===== config.mk =====
export PLATFORM = sky130hd
export DESIGN_NAME = sram1_lsu
export DESIGN_NICKNAME = d
export VERILOG_FILES = /design/src/rtl/sram1_pkg.sv /design/src/rtl/sram1_lane_mux.sv /design/src/rtl/sram1_lsu.sv
export SDC_FILE = /design/constraint.sdc
export NUM_CORES = 1
export LEC_CHECK = 0
export CORE_MARGIN = 1.5
export CORE_UTILIZATION = 52
export CTS_CLUSTER_SIZE = 40
export DETAILED_ROUTE_END_ITERATION = 6
export PLACE_DENSITY = 0.81
export SKIP_CTS_REPAIR_TIMING = 1
export SLEW_MARGIN = 10
export SYNTH_ARGS = -nofsm -noshare
export SYNTH_HDL_FRONTEND = slang
export SYNTH_SLANG_ARGS = --single-unit

===== constraint.sdc =====
create_clock -name clock_i -period 5.6 [get_ports clock_i]
set_clock_uncertainty 0.05 [all_clocks]
set_input_delay 0.56 -clock clock_i [delete_from_list [all_inputs] [get_ports clock_i]]
set_output_delay 0.56 -clock clock_i [all_outputs]
set_load 0.005 [all_outputs]

===== src/rtl/sram1_pkg.sv =====
// rtl/sram1_pkg.sv - sram1 address map, request encodings, fault codes and LSU states
package sram1_pkg;

  localparam logic [31:0] SRAM1_BASE = 32'h2000_0000;
  localparam logic [31:0] SRAM1_SIZE = 32'h0001_8000;

  typedef enum logic [1:0] {
    SIZE_BYTE = 2'd0,
    SIZE_HALF = 2'd1,
    SIZE_WORD = 2'd2,
    SIZE_RSVD = 2'd3
  } size_e;

  typedef enum logic [1:0] {
    FAULT_NONE  = 2'd0,
    FAULT_RANGE = 2'd1,
    FAULT_ALIGN = 2'd2,
    FAULT_SIZE  = 2'd3
  } fault_e;

  typedef enum logic [2:0] {
    ST_IDLE,
    ST_READ,
    ST_CAPTURE,
    ST_WRITE,
    ST_RESP
  } state_e;

  // Range math is 33 bits wide so an access near 0xFFFFFFFF cannot wrap into the window.
  function automatic fault_e check_req(input logic [1:0] size, input logic [31:0] addr,
                                       input logic [31:0] base, input logic [31:0] span);
    logic [32:0] last_byte;
    logic [32:0] limit;
    last_byte = {1'b0, addr} + (33'd1 << size) - 33'd1;
    limit     = {1'b0, base} + {1'b0, span} - 33'd1;
    if (size == SIZE_RSVD) return FAULT_SIZE;
    if (addr < base || last_byte > limit) return FAULT_RANGE;
    if ((size == SIZE_HALF && addr[0]) || (size == SIZE_WORD && addr[1:0] != 2'b00))
      return FAULT_ALIGN;
    return FAULT_NONE;
  endfunction

endpackage


===== src/rtl/sram1_lane_mux.sv =====
// rtl/sram1_lane_mux.sv - little-endian lane extract/extend and store-lane merge
module sram1_lane_mux
  import sram1_pkg::*;
(
  input  logic [31:0] word_i,
  input  logic [1:0]  lane_i,
  input  logic [1:0]  size_i,
  input  logic        signed_i,
  input  logic [31:0] wdata_i,
  output logic [31:0] load_o,
  output logic [31:0] merge_o
);

  logic [7:0]  byte_lane;
  logic [15:0] half_lane;

  assign byte_lane = word_i[{lane_i, 3'b000} +: 8];
  assign half_lane = word_i[{lane_i[1], 4'b0000} +: 16];

  always_comb begin
    load_o  = word_i;
    merge_o = wdata_i;
    case (size_i)
      SIZE_BYTE: begin
        load_o  = {{24{signed_i & byte_lane[7]}}, byte_lane};
        merge_o = word_i;
        merge_o[{lane_i, 3'b000} +: 8] = wdata_i[7:0];
      end
      SIZE_HALF: begin
        load_o  = {{16{signed_i & half_lane[15]}}, half_lane};
        merge_o = word_i;
        merge_o[{lane_i[1], 4'b0000} +: 16] = wdata_i[15:0];
      end
      default: ;
    endcase
  end

endmodule


===== src/rtl/sram1_lsu.sv =====
// rtl/sram1_lsu.sv - single-outstanding load/store initiator for the sram1 word memory
module sram1_lsu
  import sram1_pkg::*;
#(
  parameter logic [31:0] BASE_ADDR  = SRAM1_BASE,
  parameter logic [31:0] SIZE_BYTES = SRAM1_SIZE
) (
  input  logic        clock_i,
  input  logic        reset_i,
  input  logic        req_valid_i,
  output logic        req_ready_o,
  input  logic        req_write_i,
  input  logic [1:0]  req_size_i,
  input  logic        req_signed_i,
  input  logic [31:0] req_address_i,
  input  logic [31:0] req_wdata_i,
  output logic        rsp_valid_o,
  output logic [31:0] rsp_rdata_o,
  output logic [1:0]  rsp_fault_o,
  output logic        mem_read_write_o,
  output logic [31:0] mem_address_o,
  output logic [31:0] mem_data_out_o,
  input  logic [31:0] mem_data_in_i
);

  state_e      state_q;
  logic        write_q;
  logic [1:0]  size_q;
  logic        signed_q;
  logic [31:0] addr_q;
  logic [31:0] wdata_q;
  logic        rsp_valid_q;
  logic [31:0] rsp_rdata_q;
  logic [1:0]  rsp_fault_q;
  logic        mem_rw_q;
  logic [31:0] mem_addr_q;
  logic [31:0] mem_dout_q;

  fault_e      accept_fault_d;
  logic [31:0] load_d;
  logic [31:0] merge_d;

  assign accept_fault_d = check_req(req_size_i, req_address_i, BASE_ADDR, SIZE_BYTES);

  sram1_lane_mux u_lane_mux (
    .word_i   (mem_data_in_i),
    .lane_i   (addr_q[1:0]),
    .size_i   (size_q),
    .signed_i (signed_q),
    .wdata_i  (wdata_q),
    .load_o   (load_d),
    .merge_o  (merge_d)
  );

  // Outputs are registered alongside the state they belong to, so they default to 0
  // every cycle and are only set on the edge entering the state that drives them.
  always_ff @(posedge clock_i or posedge reset_i) begin
    if (reset_i) begin
      state_q     <= ST_IDLE;
      write_q     <= 1'b0;
      size_q      <= 2'd0;
      signed_q    <= 1'b0;
      addr_q      <= '0;
      wdata_q     <= '0;
      rsp_valid_q <= 1'b0;
      rsp_rdata_q <= '0;
      rsp_fault_q <= FAULT_NONE;
      mem_rw_q    <= 1'b0;
      mem_addr_q  <= '0;
      mem_dout_q  <= '0;
    end else begin
      rsp_valid_q <= 1'b0;
      rsp_rdata_q <= '0;
      rsp_fault_q <= FAULT_NONE;
      mem_rw_q    <= 1'b0;
      mem_addr_q  <= '0;
      mem_dout_q  <= '0;
      case (state_q)
        ST_IDLE: begin
          if (req_valid_i) begin
            write_q  <= req_write_i;
            size_q   <= req_size_i;
            signed_q <= req_signed_i;
            addr_q   <= req_address_i;
            wdata_q  <= req_wdata_i;
            if (accept_fault_d != FAULT_NONE) begin
              rsp_fault_q <= accept_fault_d;
              rsp_valid_q <= 1'b1;
              state_q     <= ST_RESP;
            end else if (req_write_i && req_size_i == SIZE_WORD) begin
              mem_rw_q   <= 1'b1;
              mem_addr_q <= {req_address_i[31:2], 2'b00};
              mem_dout_q <= req_wdata_i;
              state_q    <= ST_WRITE;
            end else begin
              mem_addr_q <= {req_address_i[31:2], 2'b00};
              state_q    <= ST_READ;
            end
          end
        end
        ST_READ: state_q <= ST_CAPTURE;
        ST_CAPTURE: begin
          if (write_q) begin
            mem_rw_q   <= 1'b1;
            mem_addr_q <= {addr_q[31:2], 2'b00};
            mem_dout_q <= merge_d;
            state_q    <= ST_WRITE;
          end else begin
            rsp_rdata_q <= load_d;
            rsp_valid_q <= 1'b1;
            state_q     <= ST_RESP;
          end
        end
        ST_WRITE: begin
          rsp_valid_q <= 1'b1;
          state_q     <= ST_RESP;
        end
        ST_RESP: state_q <= ST_IDLE;
        default: state_q <= ST_IDLE;
      endcase
    end
  end

  assign req_ready_o      = (state_q == ST_IDLE) && !reset_i;
  assign rsp_valid_o      = rsp_valid_q;
  assign rsp_rdata_o      = rsp_rdata_q;
  assign rsp_fault_o      = rsp_fault_q;
  assign mem_read_write_o = mem_rw_q;
  assign mem_address_o    = mem_addr_q;
  assign mem_data_out_o   = mem_dout_q;

endmodule


==> results of run 1 <==
## report_power, final
| part | total, W | leakage [nW] | switching (W) | internal, W |
|---|---|---|---|---|
| Sequential | 0.00144 | 2.24 | 0.000102 | 0.00134 |
| Clock | 0.00120 | 0.286 | 0.000551 | 0.000645 |
| Combinational | 0.00102 | 3.30 | 0.000634 | 0.000391 |
| Total | 0.00366 | 5.82 | 0.00129 | 0.00237 |
## flip-flops by register name, summed over array words and instances (netlist names)
signal	count
addr_q	32
mem_data_out_o	32
rsp_rdata_o	32
wdata_q	32
mem_address_o	30
state_q	3
rsp_fault_o	2
size_q	2
mem_read_write_o	1
rsp_valid_o	1
signed_q	1
write_q	1
## worst reg2reg max path: cells and delay by family, from the launching register on
kind	cells	cell delay, ns
flip-flops	1	0.34
buffers and inverters	2	0.85
AO/OA/AOI/OAI	4	0.84
adder cells (fa/ha/maj)	1	0.41
AND/OR/NAND/NOR	2	0.94
## logic make-up (layout without fill, tap and decap cells)
group	Yosys count	in the layout
AOI/OAI and AO/OA	356	356
xor gates and xnor gates	2	2
adders and majority gates	43	43
buffers and inverters	155	327
DFF	169	169
muxes	24	24
other	1	2
and+or+nand+nor	405	405
## final cells by class
| class | count | area (um^2) |
|---|---|---|
| multi-input combinational | 832 | 5080 |
| tap | 234 | 293 |
| clock buffer | 18 | 439 |
| clock inverter | 14 | 156 |
| timing repair buffer | 211 | 2090 |
| inverter | 84 | 320 |
| fill | 1509 | 6100 |
| sequential | 169 | 4230 |
## stage by stage
| step | power, W | utilization [%] | std cells | setup slack (ns) | hold slack (ns) |
|---|---|---|---|---|---|
| 2_1_floorplan | 0.00213 | - | 1156 | 0.415 | 0.396 |
| 3_3_place_gp | 0.00243 | 64.2 | 1530 | 0.776 | 0.406 |
| 3_5_place_dp | 0.00246 | 64.2 | 1530 | 0.583 | 0.413 |
| 4_1_cts | 0.00366 | 67.4 | 1562 | 1.01 | 0.428 |
| 5_1_grt | 0.00385 | 67.4 | 1562 | 0.755 | 0.444 |
| 6_report | 0.00366 | 67.4 | 1562 | 1.00 | 0.425 |
## layout by cell type, fill, tap and decap left out, types with 14 or more instances in the layout
cell type,netlist,routed
ha_1,42,42
o22ai_1,16,16
clkdlybuf4s50_1,0,201
clkbuf_16,0,17
a211oi_1,21,21
a32o_2,16,16
inv_1,83,82
o21ai_0,84,84
nand2_1,273,272
nor2_1,49,49
mux2i_1,16,16
nor2b_1,19,18
a21oi_1,91,91
a22oi_1,14,14
dfrtp_1,169,167
a221oi_1,18,18
## final timing paths
path / end / slack [ns] / from / depth (start not counted)
max: mem_data_out_o[6]$_DFF_PP0_ / 1.00 / req_size_i[1] / 16
min: mem_address_o[7]$_DFF_PP0_ / 0.43 / addr_q[7]$_DFFE_PP0P_ / 2
max reg2reg: mem_data_out_o[21]$_DFF_PP0_ / 2.11 / addr_q[1]$_DFFE_PP0P_ / 9
min reg2reg: mem_address_o[7]$_DFF_PP0_ / 0.43 / addr_q[7]$_DFFE_PP0P_ / 2
max in group asynchronous: mem_address_o[10]$_DFF_PP0_ / 3.74 / reset_i / 3
min in group asynchronous: mem_data_out_o[29]$_DFF_PP0_ / 0.65 / reset_i / 2
## metal layers
layer,global-route usage [%],vias up,routed length (um)
li1,-,4414,-
met1,37.6,4569,11600
met2,50.3,481,14300
met3,6.90,109,2490
met4,16.3,2,1570
met5,0,-,14
==> flow_metrics.env, run 1 <==
export IMPL_worst_slew_pin_slew_ns=1.17
export IMPL_die_y_um=141
export IMPL_postRouteAntennaNets=0
export IMPL_diodes=0
export IMPL_clk_path_buf_depth=2
export IMPL_fmax_ghz=0.217
export IMPL_fp_dieW_um=141
export IMPL_wl_mm=30.0
export IMPL_overflow=0
export IMPL_max_cap_violations=0
export IMPL_synth_distinct_cells=75
export IMPL_grt_use_total_pct=30.6
export IMPL_cts_tree="built"
export IMPL_synth_top_cells_by_count="nand2_1 (273), dfrtp_1 (169), a21oi_1 (91)"
export IMPL_critPathKind="primary input to flip-flop"
export IMPL_cp_num_buf_inv=3
export IMPL_yosys_area_share_xor_xnor_pct=0.177
export IMPL_clkSlewWorstSetupHoldPaths_ns=0.07
export IMPL_ir_drop_uv=232
export IMPL_io_pins=204
export IMPL_numCtsBuffers=17
export IMPL_synth_edf_count=0
export IMPL_async_flop_share_pct=100
export IMPL_fin_area_mm2=0.0126
export IMPL_gp_congestion=0.949
export IMPL_start_kind="primary input"
export IMPL_status="complete, but fails checks"
export IMPL_drt_iter0_markers=1031
export IMPL_grt_pass1_wl_mm=47.8
export IMPL_slowest_delay_ns=0.51
export IMPL_drt_pass1_iterations=7
export IMPL_yosys_area_top_type_share_pct=42.6
export IMPL_setup_viol=0
export IMPL_violations="design-rule violations"
export IMPL_rsz0062_at_grt="no"
export IMPL_htree_levels=4
export IMPL_layout_nets=1461
export IMPL_synth_top_cell_by_area="dfrtp_1"
export IMPL_synth_top_family_by_area="compound AO/OA/AOI/OAI gates"
export IMPL_hold_path_class="flip-flop to flip-flop"
export IMPL_yosys_warnings=0
export IMPL_dieArea_mm2=0.0199
export IMPL_io_buffers=201
export IMPL_slew_viol_final=0
export IMPL_synthAdderAreaFrac_pct=5.50
export IMPL_crit_family="compound AO/OA/AOI/OAI gates"
export IMPL_hold_viol=0
export IMPL_synth_compound_area_share_pct=24.3
export IMPL_crit_path_frequent_cell="ha_1"
export IMPL_drive_gt1_share_pct=7.08
export IMPL_grt_max_degree=115
export IMPL_power_density_mw_per_mm2=290
export IMPL_synth_yosys_seq_area_share_pct=42.6
export IMPL_period_share_pct=82.1
export IMPL_clock_sinks=169
export IMPL_cp_slowest_cell="clkdlybuf4s50_1"
export IMPL_path_cells="clkdlybuf4s50_1 > nand2b_1 > ha_1 > inv_1 > ha_1 > fa_1 > a211oi_2 > o211ai_2 > and3_1 > or4_1 > a222oi_1 > o2111ai_1 > o21a_2 > nor3_4 > buf_4 > a32o_2"
export IMPL_vias=9575
export IMPL_synth_area_mux_share_pct=3.32
export IMPL_p_leak_nw=5.82
export IMPL_ys_ff_latch=169
export IMPL_synth_flop_cell="dfrtp_1"
export IMPL_cts_root_buffer="clkbuf_16"
export IMPL_synth_simple_gate_area_share_pct=17.7
export IMPL_core_area_mm2=0.0187
export IMPL_dp_final_hpwl_mm=21.4
export IMPL_drc=1
export IMPL_worstSetupEndpointType="flip-flop"
export IMPL_wl_per_cell_um=19.2
export IMPL_tns_ns=0
export IMPL_synth_most_common_cell="nand2_1"
export IMPL_num_rows=50
export IMPL_synth_area_top_cells="dfrtp_1 (43%), nand2_1 (10%), ha_1 (5.3%)"
export IMPL_period_needed_ns=4.60
export IMPL_syn_area_mm2=0.00992
export IMPL_worst_ep_required_time_ns=5.93
export IMPL_syn_inst=1155
export IMPL_area_growth_pct=27.0
export IMPL_initial_core_util_pct=53.0
export IMPL_grt_antenna_before_repair=1
export IMPL_synth_area_per_cell_um2=8.59
export IMPL_slew_headroom_pct=22.3
export IMPL_postPlaceCellArea_mm2=0.0120
export IMPL_cp_max_fo=34
export IMPL_viasPerCell=6.13
export IMPL_grt_pass1_vias=9358
export IMPL_worstSkewPairLatency_ns=0.45
export IMPL_cp_arrival_ns=4.93
Note: power is estimated with default switching activity, not from simulation.
==> inputs of run 2 (changes only) <==
--- a/config.mk
+++ b/config.mk
@@ -6,10 +6,10 @@
 export NUM_CORES = 1
 export LEC_CHECK = 0
 export CORE_MARGIN = 1.5
-export CORE_UTILIZATION = 52
+export CORE_UTILIZATION = 47
 export CTS_CLUSTER_SIZE = 40
 export DETAILED_ROUTE_END_ITERATION = 6
-export PLACE_DENSITY = 0.81
+export PLACE_DENSITY = 0.77
 export SKIP_CTS_REPAIR_TIMING = 1
 export SLEW_MARGIN = 10
 export SYNTH_ARGS = -nofsm -noshare
==> constraint.sdc (replaced) <==
create_clock -name clock_i -period 4 [get_ports clock_i]
set_clock_uncertainty 0.05 [all_clocks]
set_input_delay 0.4 -clock clock_i [delete_from_list [all_inputs] [get_ports clock_i]]
set_output_delay 0.4 -clock clock_i [all_outputs]
set_load 0.005 [all_outputs]
==> run 2 against run 1 <==
  * The flow still finishes with violations (design-rule violations)
  * Clock-buffer cell count decreased by 1
  * Routed wire length increased by 4.2%
  * Final cell count increased by 4.7%
  * Sequential cell count unchanged
  * Worst hold slack got worse by 0.23 ns
  * Worst setup slack got worse by 0.80 ns
  * Critical path depth increased by 1
==> flow_metrics.env, run 2 (synthesis results as in run 1) <==
export IMPL_crit_start="req_address_i[2]"
export IMPL_cts_root_buffer="clkbuf_16"
export IMPL_grt_antenna_before_repair=0
export IMPL_dieArea_mm2=0.0220
export IMPL_worstSkewPairLatency_ns=0.44
export IMPL_postPlaceCellArea_mm2=0.0123
export IMPL_worst_r2r_setup_slack_ns=1.11
export IMPL_worstSetupEndpointType="flip-flop"
export IMPL_cp_slowest_cell="clkdlybuf4s50_1"
export IMPL_path_cells="clkdlybuf4s50_1 > inv_1 > ha_1 > inv_1 > buf_4 > ha_1 > a211oi_2 > o211ai_1 > a21o_1 > a211o_2 > a222oi_1 > o2111ai_2 > o21a_2 > nor3_4 > buf_6 > clkbuf_16 > a32o_2"
export IMPL_slew_viol_final=0
export IMPL_postRouteAntennaNets=0
export IMPL_max_cap_violations=0
export IMPL_grt_pass1_vias=9464
export IMPL_num_rows=52
export IMPL_tns_ns=0
export IMPL_dp_slack_ns=-0.535
export IMPL_layout_nets=1499
export IMPL_period_share_pct=95.1
export IMPL_die_y_um=148
export IMPL_drive_gt1_share_pct=10.1
export IMPL_core_area_mm2=0.0205
export IMPL_htree_levels=4
export IMPL_hold_path_class="primary input to async pin"
export IMPL_final_cell_mix="nand2_1 (272), clkdlybuf4s50_1 (197), dfrtp_1 (167), a21oi_1 (91), o21ai_0 (83)"
export IMPL_status="complete, but fails checks"
export IMPL_vias=9724
export IMPL_rsz0062_at_grt="no"
export IMPL_r2r_end="mem_data_out_o[29]$_DFF_PP0_"
export IMPL_cp_num_buf_inv=6
export IMPL_viasPerCell=5.94
export IMPL_reg2reg_depth=10
export IMPL_dp_final_hpwl_mm=22.2
export IMPL_drt_pass1_iterations=7
export IMPL_clkSlewWorstSetupHoldPaths_ns=0.07
export IMPL_grt_max_degree=77
export IMPL_worst_slew_pin_slew_ns=1.03
export IMPL_fp_dieW_um=148
export IMPL_clk_path_buf_depth=2
export IMPL_overflow=0
export IMPL_dp_cells=1599
export IMPL_hold_viol=0
export IMPL_cp_arrival_ns=4.14
export IMPL_violations="design-rule violations"
export IMPL_start_kind="primary input"
export IMPL_fin_area_mm2=0.0130
export IMPL_cts_tree="built"
export IMPL_critPathKind="primary input to flip-flop"
export IMPL_drc=13
export IMPL_numCtsBuffers=17
export IMPL_power_density_mw_per_mm2=397
export IMPL_diodes=0
export IMPL_period_needed_ns=3.80
export IMPL_slowest_delay_ns=0.50
export IMPL_gp_congestion=0.932
export IMPL_p_leak_nw=6.05
export IMPL_io_pins=204
export IMPL_clock_sinks=169
export IMPL_area_growth_pct=31.3
export IMPL_grt_pass1_wl_mm=48.8
export IMPL_slew_headroom_pct=30.9
export IMPL_worst_ep_required_time_ns=4.33
export IMPL_ir_drop_uv=315
export IMPL_timing_final_ws_setup_ns=0.197
export IMPL_crit_family="compound AO/OA/AOI/OAI gates"
export IMPL_setup_viol=0
export IMPL_r2r_start="addr_q[1]$_DFFE_PP0P_"
export IMPL_drt_iter0_markers=895
export IMPL_fin_util_pct=63.6
export IMPL_cp_max_fo=8
export IMPL_io_buffers=201
export IMPL_initial_core_util_pct=48.4
export IMPL_fin_cells=1636
export IMPL_layout_commonest_cell="nand2_1"
export IMPL_fmax_ghz=0.263
export IMPL_grt_use_total_pct=28.2
export IMPL_wl_mm=31.2
export IMPL_wl_per_cell_um=19.1
==> run 2: cell types whose count changed in the layout (fill, tap and decap cells not counted), moves of 2 or more <==
cell	before	now
dlymetal6s2s_1	0	4
buf_6	0	4
inv_6	4	0
clkinv_4	0	4
clkdlybuf4s50_1	201	197
clkbuf_16	17	19
buf_4	10	41
==> run 2: report_power, final <==
| group | leakage, nW | internal [W] | switching (W) |
|---|---|---|---|
| clock | 0.280 | 0.000832 | 0.000816 |
| sequential | 2.24 | 0.00187 | 0.000148 |
| combinational | 3.53 | 0.000588 | 0.000912 |
| total | 6.05 | 0.00329 | 0.00188 |
==> run 2: worst reg2reg max path, delay by kind of cell (launching register included) <==
kind            cells  cell delay, ns
simple gates        2            0.38
fa+ha+maj           1            0.29
flops               1            0.37
buf+inv             3            0.95
compound gates      4            0.78
==> run 2: worst max path at each step <==
stage	end	slack [ns]	cells past startpoint
floorplan	mem_data_out_o[14]$_DFF_PP0_	0.16	15
global route	mem_data_out_o[9]$_DFF_PP0_	0.01	17
CTS	mem_data_out_o[15]$_DFF_PP0_	-0.09	16
global placement	mem_data_out_o[11]$_DFF_PP0_	-0.43	16
finish	mem_data_out_o[15]$_DFF_PP0_	0.20	17
detailed placement	mem_address_o[17]$_DFF_PP0_	-0.54	16
==> run 2: per-stage QoR <==
stage	power (W)	hold WS, ns
after floorplan	0.00299	0.396
after global placement	0.00346	0.405
after detailed placement	0.00350	0.412
after CTS	0.00513	0.197
after global routing	0.00542	0.217
final	0.00517	0.198
==> run 2: cell type report <==
class | count | area (um^2)
multi-input combinational | 832 | 5120
clock inverter | 15 | 155
fill | 1720 | 7460
clock buffer | 17 | 425
timing repair buffer | 249 | 2440
sequential | 169 | 4230
inverter | 84 | 319
tap | 270 | 338
==> run 2: metal layers <==
metal | global-route usage, % | part of all wire (%) | vias to the layer above
li1 | - | - | 4476
met1 | 36.1 | 40 | 4660
met2 | 47.2 | 48 | 491
met3 | 4.79 | 8.0 | 97
met4 | 12.3 | 4.3 | 0
met5 | 0 | 0 | -
==> inputs of run 3 (changes only) <==
--- a/config.mk
+++ b/config.mk
@@ -10,6 +10,7 @@
 export CTS_CLUSTER_SIZE = 40
 export DETAILED_ROUTE_END_ITERATION = 6
 export PLACE_DENSITY = 0.77
+export SETUP_SLACK_MARGIN = 0.4
 export SKIP_CTS_REPAIR_TIMING = 1
 export SLEW_MARGIN = 10
 export SYNTH_ARGS = -nofsm -noshare
==> run 3 against run 2 <==
  * The run now ends clean
  * Non-clock buffer count fell by 5
  * Maximum frequency rose by 4.0%
  * Largest power group unchanged
  * Power barely moved
  * Core utilization rose by 0.70 points
  * Global-route usage fell by 0.18 points
==> flow_metrics.env, run 3 (synthesis results as in run 1) <==
export IMPL_status="finished clean"
export IMPL_layout_commonest_cell="nand2_1"
export IMPL_worstSetupEndpointType="flip-flop"
export IMPL_fin_cells=1633
export IMPL_nFillCells=1708
export IMPL_io_pins=204
export IMPL_crit_path_end="mem_data_out_o[11]$_DFF_PP0_"
export IMPL_hold_path_class="primary input to flip-flop"
export IMPL_drt_iter0_markers=767
export IMPL_gp_congestion=0.942
export IMPL_period_share_pct=91.4
export IMPL_grt_use_total_pct=28.0
export IMPL_r2r_end="mem_data_out_o[22]$_DFF_PP0_"
export IMPL_drc=0
export IMPL_core_area_mm2=0.0205
export IMPL_dieArea_mm2=0.0220
export IMPL_final_cell_mix="nand2_1 (272), clkdlybuf4s50_1 (195), dfrtp_1 (167), a21oi_1 (87), inv_1 (77)"
export IMPL_power_w=0.00516
export IMPL_layout_nets=1494
export IMPL_cp_arrival_ns=3.98
export IMPL_period_needed_ns=3.66
export IMPL_clk_path_buf_depth=2
export IMPL_cp_max_fo=8
export IMPL_cp_slowest_cell="or4_4"
export IMPL_critPathKind="primary input to flip-flop"
export IMPL_initial_core_util_pct=48.4
export IMPL_worst_ep_required_time_ns=4.32
export IMPL_worst_r2r_setup_slack_ns=0.76
export IMPL_slew_viol_final=0
export IMPL_wl_mm=31.5
export IMPL_max_cap_violations=0
export IMPL_slew_headroom_pct=24.3
export IMPL_p_leak_nw=6.08
export IMPL_power_density_mw_per_mm2=392
export IMPL_dp_final_hpwl_mm=21.9
export IMPL_whs_ns=0.201
export IMPL_drive_gt1_share_pct=12.2
export IMPL_postRouteAntennaNets=0
export IMPL_clkSlewWorstSetupHoldPaths_ns=0.07
export IMPL_fmax_ghz=0.273
export IMPL_clock_sinks=169
export IMPL_ir_drop_uv=302
export IMPL_vias=9762
export IMPL_dp_cells=1588
export IMPL_reg2reg_depth=9
export IMPL_overflow=0
export IMPL_start_kind="primary input"
export IMPL_worst_slew_pin_slew_ns=1.14
export IMPL_fp_dieW_um=148
export IMPL_drt_pass1_iterations=5
export IMPL_rsz0062_at_grt="yes"
export IMPL_grt_pass1_wl_mm=48.5
export IMPL_area_growth_pct=32.8
export IMPL_grt_pass1_vias=9359
export IMPL_path_cells="clkbuf_2 > or2_2 > ha_1 > inv_2 > ha_4 > fa_2 > a211oi_2 > o211ai_2 > and3_4 > or4_4 > a222oi_1 > o2111ai_2 > o21a_2 > nor3_4 > buf_6 > clkbuf_16 > a32o_2"
export IMPL_setup_viol=0
export IMPL_viasPerCell=5.98
export IMPL_io_buffers=201
export IMPL_grt_max_degree=108
export IMPL_cts_tree="built"
export IMPL_htree_levels=4
export IMPL_slowest_delay_ns=0.40
export IMPL_die_y_um=148
export IMPL_cts_root_buffer="clkbuf_16"
export IMPL_grt_antenna_before_repair=2
export IMPL_fin_util_pct=64.3
export IMPL_hold_viol=0
export IMPL_numCtsBuffers=17
export IMPL_worstSkewPairLatency_ns=0.44
export IMPL_r2r_start="addr_q[1]$_DFFE_PP0P_"
export IMPL_crit_start="req_size_i[0]"
export IMPL_wl_per_cell_um=19.3
export IMPL_num_rows=52
==> run 3: worst min-delay path by stage <==
stage,depth (start not counted),end,slack (ns),from
2_1_floorplan,2,addr_q[13]$_DFFE_PP0P_,0.40,addr_q[13]$_DFFE_PP0P_
3_3_place_gp,2,addr_q[17]$_DFFE_PP0P_,0.41,addr_q[17]$_DFFE_PP0P_
3_5_place_dp,2,addr_q[24]$_DFFE_PP0P_,0.41,addr_q[24]$_DFFE_PP0P_
4_1_cts,2,mem_data_out_o[9]$_DFF_PP0_,0.29,reset_i
5_1_grt,4,size_q[1]$_DFFE_PP0P_,0.20,req_size_i[1]
6_report,4,size_q[1]$_DFFE_PP0P_,0.20,req_size_i[1]
==> run 3: final cells by class <==
cell class | count | area [um^2] | share of cell area (%)
Multi-Input combinational cell | 832 | 5240 | 39.7
Timing Repair Buffer | 244 | 2470 | 18.7
Tap cell | 270 | 338 | 2.56
Sequential cell | 169 | 4230 | 32.1
Inverter | 84 | 319 | 2.42
Clock buffer | 18 | 429 | 3.26
Antenna cell | 2 | 5.00 | 0.0380
Clock inverter | 14 | 148 | 1.12
==> run 3: metal layers <==
metal / vias to the layer above / share of wire, % / track usage (%)
met5: - / 0 / 0
met4: 0 / 4.6 / 11.9
met3: 96 / 6.9 / 5.28
met2: 432 / 48 / 46.1
met1: 4748 / 40 / 36.3
li1: 4486 / - / -
==> run 3: through the flow <==
| stage | instance area (um^2) | setup TNS, ns | setup WS (ns) |
|---|---|---|---|
| 2_1_floorplan | 9930 | 0 | 0.406 |
| 3_3_place_gp | 12300 | -10.95 | -0.181 |
| 3_5_place_dp | 12300 | -18.50 | -0.361 |
| 4_1_cts | 12800 | 0 | 0.0914 |
| 5_1_grt | 13200 | 0 | 0.139 |
| 6_report | 13200 | 0 | 0.343 |
==> run 3: power breakdown <==
| group | leakage [nW] | internal (W) | total [W] | switching (W) |
|---|---|---|---|---|
| Combinational | 3.57 | 0.000586 | 0.00150 | 0.000915 |
| Clock | 0.276 | 0.000833 | 0.00164 | 0.000806 |
| Sequential | 2.24 | 0.00187 | 0.00202 | 0.000151 |
==> run 3: critical path, delay by kind of cell <==
kind / cells / cell delay (ns)
fa+ha+maj: 3 / 0.70
simple gates: 4 / 0.91
buf+inv: 4 / 0.58
compound gates: 6 / 1.39
==> patch, RTL diff (flow settings as in run 3) <==
Put one more register stage on the output `rsp_fault_o`, cleared by the reset. The value now appears one clock later. The other outputs are not delayed to match.
--- a/src/rtl/sram1_lsu.sv
+++ b/src/rtl/sram1_lsu.sv
@@ -126,3 +126,9 @@
   assign rsp_rdata_o      = rsp_rdata_q;
-  assign rsp_fault_o      = rsp_fault_q;
+  always_ff @(posedge clock_i or posedge reset_i) begin
+    if (reset_i) begin
+      rsp_fault_o <= '0;
+    end else begin
+      rsp_fault_o <= rsp_fault_q;
+    end
+  end
   assign mem_read_write_o = mem_rw_q;
Check against the original RTL: not equivalent (Yosys sat finds a counterexample within 4 cycles, from zero or initial values and one cycle with reset_i high).
==> patch against run 3 <==
The flow now finishes with violations (DRC). Synthesized area decreased by 1.9%. Critical path type unchanged. Setup slack improved by 0.11 ns. Clock power is 11% higher. Critical path depth is 2 lower. Sequential cell count grew 2. Non-clock buffer count rose by 11. Final area rose by 0.14%. Synthesized cell count is 8.7% lower. Register-to-register slack better by 0.11 ns. Power increased by 10%. Wire length decreased by 2.3%. Core utilization increased by 0.71 points. Final cell count shrank 5.4%.
==> patch: results (changes against run 3) <==
- Placer Congestion: 0.927 (-1.6%)
- Final Cycle Share: 88.7% (-2.7 points)
- Initial antenna violation count: 1 (-1)
- Slowest-stage cell, CP: clkdlybuf4s50_1
- Seq/Total Area, Yosys: 44.0% (+1.4 points)
- Placed cell areas: 0.0122 sq mm (-0.90%)
- Vias in the first global route: 8977 (-4.1%)
- CP peak stage delay: 0.56 ns (+0.16 ns)
- CP endpoint: rsp_fault_q[0]$_DFF_PP0_
- DR DRC count: 2 (+2)
- Dpl ws: -0.366 ns (-0.00531 ns)
- DR pass1 iterations: 7 (+2)
- Share of post-route cells with drive strength above 1: 13.7% (+1.5 points)
- Cell depth of the worst hold path: 2 (-2)
- Critical path fanouts, max: 6 (-2)
- Synth area leaders: dfrtp_1 (44%), nand2_1 (7.1%), ha_1 (5.4%)
- Total GRT Usage: 27.7% (-0.29 points)
- Post-synth top cells: nand2_1 (183), dfrtp_1 (171), o21ai_0 (83)
- Pleak: 5.95 nW (-2.1%)
- Worst VDD drop: 0.000314 V (+4.3%)
- Worst r2r path cells: 10 (+1)
- Outcome: finished, violations left
- Synth cell types: 71 (-5.3%)
- Rel. slew slack: 20.0% (-4.2 points)
- DRT iter0 DRCs: 695 (-9.4%)
- Worst R2R Setup Slack: 0.87 ns (+0.11 ns)
- Failing checks: DRC
- Layout Nets: 1408 (-5.8%)
- Wirelength per Cell: 19.9 um (+3.3%)
- Reg-to-Reg End: mem_data_out_o[29]$_DFF_PP0_
-- patch: where the power goes --
group          internal (mW)  switching, mW
logic                  0.687           1.03
clock network           1.09          0.730
registers               1.94          0.218
total                   3.72           1.98
-- patch: per-layer routing --
metal / wire, um / part of all wire [%] / vias up / track usage (%)
li1: - / - / 4219 / -
met1: 11900 / 39 / 4455 / 34.7
met2: 14900 / 48 / 496 / 46.0
met3: 2780 / 9.0 / 99 / 6.61
met4: 1230 / 4.0 / 2 / 11.7
met5: 13 / 0.042 / - / 0
-- patch: stage by stage --
step / util (%) / cells
6_report: 65.0 / 1545
4_1_cts: 63.0 / 1537
3_3_place_gp: 59.9 / 1505
3_5_place_dp: 59.9 / 1505
2_1_floorplan: - / 1056
5_1_grt: 65.0 / 1545
-- patch: area by class of cell --
class                      count  area (sq um)
clock buffer                  20           457
multi-input combinational    739          5080
tap                          270           338
sequential                   171          4280
clock inverter                12           185
timing repair buffer         255          2560
inverter                      78           297
fill                        1672          7110
-- patch: logic make-up after synthesis --
logic type      after synthesis  share of synthesized area (%)
buf+inv                     146                           6.55
other cells                   1                         0.0385
compound gates              359                           25.9
xor+xnor                     12                           1.08
flops                       171                           44.0
mux                          23                           3.28
simple gates                300                           13.6
fa+ha+maj                    43                           5.61
